## config.mk

```make
export PLATFORM = sky130hd
export DESIGN_NAME = pipeline_hazard_controller
export DESIGN_NICKNAME = d
export VERILOG_FILES = /design/src/rtl/pipeline_hazard_controller.sv
export SDC_FILE = /design/constraint.sdc
export NUM_CORES = 1
export LEC_CHECK = 0
export ABC_AREA = 1
export CORE_MARGIN = 4
export CORE_UTILIZATION = 35
export CTS_CLUSTER_DIAMETER = 150
export DETAILED_ROUTE_END_ITERATION = 7
export GPL_TIMING_DRIVEN = 1
export SYNTH_ARGS = -nofsm -noshare
export SYNTH_HDL_FRONTEND = slang
export SYNTH_SLANG_ARGS = --single-unit
```

## constraint.sdc

```tcl
create_clock -name I_CLOCK -period 6.8 [get_ports I_CLOCK]
set_input_delay 1.02 -clock I_CLOCK [delete_from_list [all_inputs] [get_ports I_CLOCK]]
set_output_delay 1.02 -clock I_CLOCK [all_outputs]
set_load 0.05 [all_outputs]
```

## src/rtl/pipeline_hazard_controller.sv

```systemverilog
// pipeline_hazard_controller
//   Issue-control scoreboard between Decode and Execute. Tracks in-flight
//   register writes with per-register saturating counters. It raises a
//   dependency stall on RAW hazards and on counter saturation (WAW). It holds
//   Fetch while a PC-changing instruction is unresolved. All state updates
//   occur on the falling clock edge.
//
// Ports
//   I_CLOCK, I_RESET_N      clock (negedge active), async active-low reset
//   I_IssueValid            Decode holds a valid instruction
//   I_Src1Idx/I_Src1Used    source 1 register / read enable
//   I_Src2Idx/I_Src2Used    source 2 register / read enable
//   I_DestIdx/I_DestWrites  destination register / write enable
//   I_IsBranch              instruction changes PC
//   I_WBValid/I_WBDestIdx   Writeback retires a register write
//   I_BranchResolved        Memory stage delivered the new PC
//   O_IssueGrant            combinational: instruction advances this cycle
//   O_DepStall              combinational: Decode must hold
//   O_FetchStall            registered: Fetch must hold (branch in flight)
//   O_PendingMask           registered: bit r set while counter[r] != 0
//   O_Underflow             sticky: retire seen for a register with no pending write
module pipeline_hazard_controller #(
    parameter int unsigned NUM_REGS  = 16,
    parameter int unsigned CNT_WIDTH = 2,
    localparam int unsigned IDX_W    = $clog2(NUM_REGS)
) (
    input  logic                I_CLOCK,
    input  logic                I_RESET_N,
    input  logic                I_IssueValid,
    input  logic [IDX_W-1:0]    I_Src1Idx,
    input  logic                I_Src1Used,
    input  logic [IDX_W-1:0]    I_Src2Idx,
    input  logic                I_Src2Used,
    input  logic [IDX_W-1:0]    I_DestIdx,
    input  logic                I_DestWrites,
    input  logic                I_IsBranch,
    input  logic                I_WBValid,
    input  logic [IDX_W-1:0]    I_WBDestIdx,
    input  logic                I_BranchResolved,
    output logic                O_IssueGrant,
    output logic                O_DepStall,
    output logic                O_FetchStall,
    output logic [NUM_REGS-1:0] O_PendingMask,
    output logic                O_Underflow
);

    localparam logic [CNT_WIDTH-1:0] CNT_ONE = CNT_WIDTH'(1);
    localparam logic [CNT_WIDTH-1:0] CNT_MAX = '1;

    typedef enum logic {
        RUN,
        BR_WAIT
    } state_e;

    state_e state_q, state_d;

    logic [CNT_WIDTH-1:0] cnt_q [NUM_REGS];
    logic [CNT_WIDTH-1:0] cnt_d [NUM_REGS];

    logic [NUM_REGS-1:0] pend_eff;
    logic [NUM_REGS-1:0] inc;
    logic [NUM_REGS-1:0] dec;
    logic [NUM_REGS-1:0] mask_q, mask_d;

    logic fetch_stall_q, fetch_stall_d;
    logic underflow_q, underflow_d;
    logic hazard;
    logic grant;

    // Effective pending: a register whose last in-flight write retires this
    // cycle is treated as clear, letting the consumer issue alongside writeback.
    always_comb begin
        pend_eff = '0;
        for (int unsigned r = 0; r < NUM_REGS; r++) begin
            pend_eff[r] = (cnt_q[r] != '0) &&
                          !(I_WBValid && (I_WBDestIdx == IDX_W'(r)) && (cnt_q[r] == CNT_ONE));
        end
    end

    // Saturation stall ignores a same-cycle retire of the destination.
    always_comb begin
        hazard = I_IssueValid &&
                 ((I_Src1Used && pend_eff[I_Src1Idx]) ||
                  (I_Src2Used && pend_eff[I_Src2Idx]) ||
                  (I_DestWrites && (cnt_q[I_DestIdx] == CNT_MAX)));
        grant  = I_IssueValid && (state_q == RUN) && !hazard;
    end

    always_comb begin
        state_d = state_q;
        case (state_q)
            RUN:     if (grant && I_IsBranch) state_d = BR_WAIT;
            BR_WAIT: if (I_BranchResolved)    state_d = RUN;
            default: state_d = RUN;
        endcase
    end

    // Grant is blocked at saturation, so the increment can never wrap.
    always_comb begin
        inc    = '0;
        dec    = '0;
        mask_d = '0;
        for (int unsigned r = 0; r < NUM_REGS; r++) begin
            inc[r]    = grant && I_DestWrites && (I_DestIdx == IDX_W'(r));
            dec[r]    = I_WBValid && (I_WBDestIdx == IDX_W'(r)) && (cnt_q[r] != '0);
            cnt_d[r]  = cnt_q[r] + CNT_WIDTH'(inc[r]) - CNT_WIDTH'(dec[r]);
            mask_d[r] = (cnt_d[r] != '0);
        end
    end

    always_comb begin
        fetch_stall_d = (state_d == BR_WAIT);
        underflow_d   = underflow_q || (I_WBValid && (cnt_q[I_WBDestIdx] == '0));
    end

    always_ff @(negedge I_CLOCK or negedge I_RESET_N) begin
        if (!I_RESET_N) begin
            state_q       <= RUN;
            fetch_stall_q <= 1'b0;
            underflow_q   <= 1'b0;
            mask_q        <= '0;
            for (int unsigned r = 0; r < NUM_REGS; r++) begin
                cnt_q[r] <= '0;
            end
        end else begin
            state_q       <= state_d;
            fetch_stall_q <= fetch_stall_d;
            underflow_q   <= underflow_d;
            mask_q        <= mask_d;
            for (int unsigned r = 0; r < NUM_REGS; r++) begin
                cnt_q[r] <= cnt_d[r];
            end
        end
    end

    assign O_IssueGrant  = grant;
    assign O_DepStall    = I_IssueValid && !grant;
    assign O_FetchStall  = fetch_stall_q;
    assign O_PendingMask = mask_q;
    assign O_Underflow   = underflow_q;

endmodule

```

==> results.yml <==
yosys:
  yosysTopAreaCell: "dfrtn_1"
  synth-compound-area-share_pct: 4.36
  synth_area_per_cell_um2: 7.92
  synthTopCellsByArea: "dfrtn_1, ha_1, nand3_1, inv_1, xnor2_1"
  synth_top_family_by_area: "simple AND/OR/NAND/NOR gates"
  ys_seq_area_share_pct: 34.6
  synth_fa_ha_area_share_pct: 11.1
  synth_area_um2: 3620
  synth_fp_nets: 514
  ys.warnings.count: 0
  synth.top_cell.area_share_pct: 34.6
  synth-simple-area-share_pct: 33.0
  muxShareOfSynthArea_pct: 0
  synthCells: 457
  ys_types: 31
  yosys.area_share.xor_xnor_pct: 7.75
  ys_ff_latch: 50
worst_setup_path:
  arrival_ns: 5.84
  r2r_setup_slack_ns: 3.82
  r2r_end: "O_PendingMask[0]"
  r2r_cells: 18
  worstSetupEndpointType: "primary output"
  critPathKind: "reg2out"
  rr_startpoint: "cnt_q[1]"
  required_ns: 5.78
  critPathLaunchType: "flop"
  worstPathMaxFanout: 4
status:
  violations: "negative setup slack"
  outcome: "complete, but fails checks"
clocking:
  clk_pin_slew_worst_paths_ns: 0.06
  clock_path_buffers: 2
  clock-sinks: 50
  h-tree-depth: 2
  cts_tree: "yes"
  clk_latency_ns: 0.30
  cts-root-buf: "clkbuf_8"
  cts_inserted_buffers: 5
power_and_ir_drop:
  p_leak_uw: 0.00237
  ir_worst_vdd_v: 0.000185
  powerDensity_nw_per_um2: 305
  finalPower_uw: 1660
layout:
  instances_no_fill: 693
  syn_to_final_growth_pct: 50.6
  num-fill-cells: 924
  num_antenna_cells: 0
  fin_nets: 617
  final_layout_size_suffix_gt1_share_pct: 40.0
grt:
  grt_pass1_wl_um: 18400
  grt_max_degree: 51
  first_global_vias: 3660
  gr-total-overflow: 0
  track_usage_pct: 19.9
  antenna_found_initial: 0
hold_path:
  holdPathStages: 1
  worstHoldStart: "O_Underflow"
  worstHoldEndpoint: "O_Underflow"
  min_path_type: "reg2reg"
drt:
  dr_wl_met2_um: 5490
  met3_length_um: 948
  first_iter_violations: 360
  wirelength_um: 11400
  ant_nets: 0
  first_pass_iters: 8
  wl_per_cell_um: 16.5
  routed-via-count: 3626
  wl_met1_um: 4770
  routed_via_density: 5.23
  drcViolationCount: 0
  top_layer_used: "met4"
timing:
  worstMarginPinSlew_ns: 0.638
  slew_headroom_pct: 57.5
  finalHoldViolations: 0
  setup_viol_count_final: 11
  rsz0062_at_grt: "yes"
  clock_skew_ns: 0.00531
  final_max_slew_viol_count: 0
  fin_ws_ns: -0.0632
place:
  dp_hpwl_um: 8510
  dp_cells: 665
  gp_congestion: 0.965
  io_buffers: 44
die:
  die-area_um2: 12000
  placementRows: 36
  die_h_um: 110
  core-area_um2: 9910
  die_w_um: 110
  pin_count: 45
  initial_core_util_pct: 36.5
flow_run:
  max-cap-violations: 0
==> metal layers <==
layer,vias to the layer above,GRT usage (%)
met4,0,6.59
met3,22,4.11
li1,1715,-
met5,-,0
met2,161,32.0
met1,1728,26.5
==> synth_stat cells, drive strengths merged <==
library cell  number
nor2              49
xor2              12
o21bai             1
and3               1
dfrtn             50
o21ai             13
a21oi              1
xnor2             20
inv               75
nand3             86
nand3b             4
ha                32
clkbuf             3
nand4             12
o22ai             11
nor3               9
nor4               6
nand2             47
clkinv             2
buf                5
or2               18
==> what timing repair did <==
| item | in CTS | in global routing |
|---|---|---|
| gates resized for setup | 110 | 59 |
| pin swaps | 45 | 25 |
| cloned | 3 | 0 |
| hold buffers | 0 | 0 |
| buffers inserted | 20 | 3 |
| endpoints found under the setup margin | 48 | 22 |
==> through the flow <==
step                      worst slack [ns]  hold WS, ns  util, %  instance area [um^2]  setup TNS (ns)
after floorplan                    -0.0621        0.450        -                  3820          -0.457
after CTS                           0.0149        0.471     51.8                  5130               0
after global placement              -0.912        0.465     47.2                  4680          -30.40
after global routing                -0.185        0.481     55.0                  5450           -2.46
final                              -0.0632        0.463     55.0                  5450          -0.317
after detailed placement            -0.969        0.467     47.2                  4680          -32.95
==> critical path, cell delays in order (launching register included) <==
cell and delay, ns:
dfrtn_1 0.42, nor2_2 0.22, inv_1 0.08, nand3_1 0.07, nand3_1 0.09, nand3_2 0.08, nand3b_1 0.12, buf_4 0.16
buf_4 0.12, buf_4 0.12, buf_4 0.12, buf_4 0.12, nand3_2 0.07, nand3_2 0.08, nand2_1 0.08, inv_1 0.06
buf_6 0.15
==> power by group <==
part / switching, uW / internal [uW] / leakage, uW / total (uW)
sequential: 126 / 444 / 0.000563 / 570
clock: 95.4 / 70.8 / 0.0000373 / 166
combinational: 530 / 395 / 0.00177 / 926
==> worst max-delay path by stage <==
stage                               from                end  cells after the start
after detailed placement  I_WBDestIdx[1]  O_PendingMask[13]                     19
after floorplan           I_WBDestIdx[2]   O_PendingMask[0]                     18
final                          cnt_q[17]         O_DepStall                     16
after CTS                 I_WBDestIdx[0]  O_PendingMask[15]                     20
after global routing      I_WBDestIdx[0]  O_PendingMask[13]                     20
after global placement    I_WBDestIdx[1]  O_PendingMask[13]                     19
==> kinds of logic after synthesis <==
family	count (synthesis)
adder cells (fa/ha/maj)	32
flip-flops	50
XOR/XNOR	32
AO/OA/AOI/OAI	26
AND/OR/NAND/NOR	232
buffers and inverters	85
==> state kept, by name, indices dropped and copies added (netlist names) <==
signal / count
O_FetchStall: 1
O_PendingMask: 16
O_Underflow: 1
cnt_q: 32
==> layout by cell type (no fill, tap or decap), types with 12 or more instances in the layout <==
cell / Yosys / routed
buf_4: 0 / 51
nand2_1: 41 / 37
xor2_1: 12 / 12
inv_1: 69 / 50
inv_2: 6 / 19
nor2_2: 2 / 14
ha_4: 0 / 14
nand3_2: 11 / 20
xnor2_2: 0 / 16
clkdlybuf4s50_1: 0 / 28
nand4_1: 12 / 12
nand3_1: 75 / 58
dfrtn_1: 50 / 50
or2_4: 0 / 14
nor2_1: 45 / 24
==> layout make-up <==
type | instances | area, um^2 | area share [%]
inverters | 77 | 305 | 5.60
repair buffers | 104 | 977 | 17.9
clock inverters | 1 | 7.51 | 0.138
flip-flops and latches | 50 | 1250 | 23.0
multi-input cells | 322 | 2670 | 49.0
clock buffers | 6 | 72.6 | 1.33
well taps | 133 | 166 | 3.05
Power figures use the tool's default switching activity.
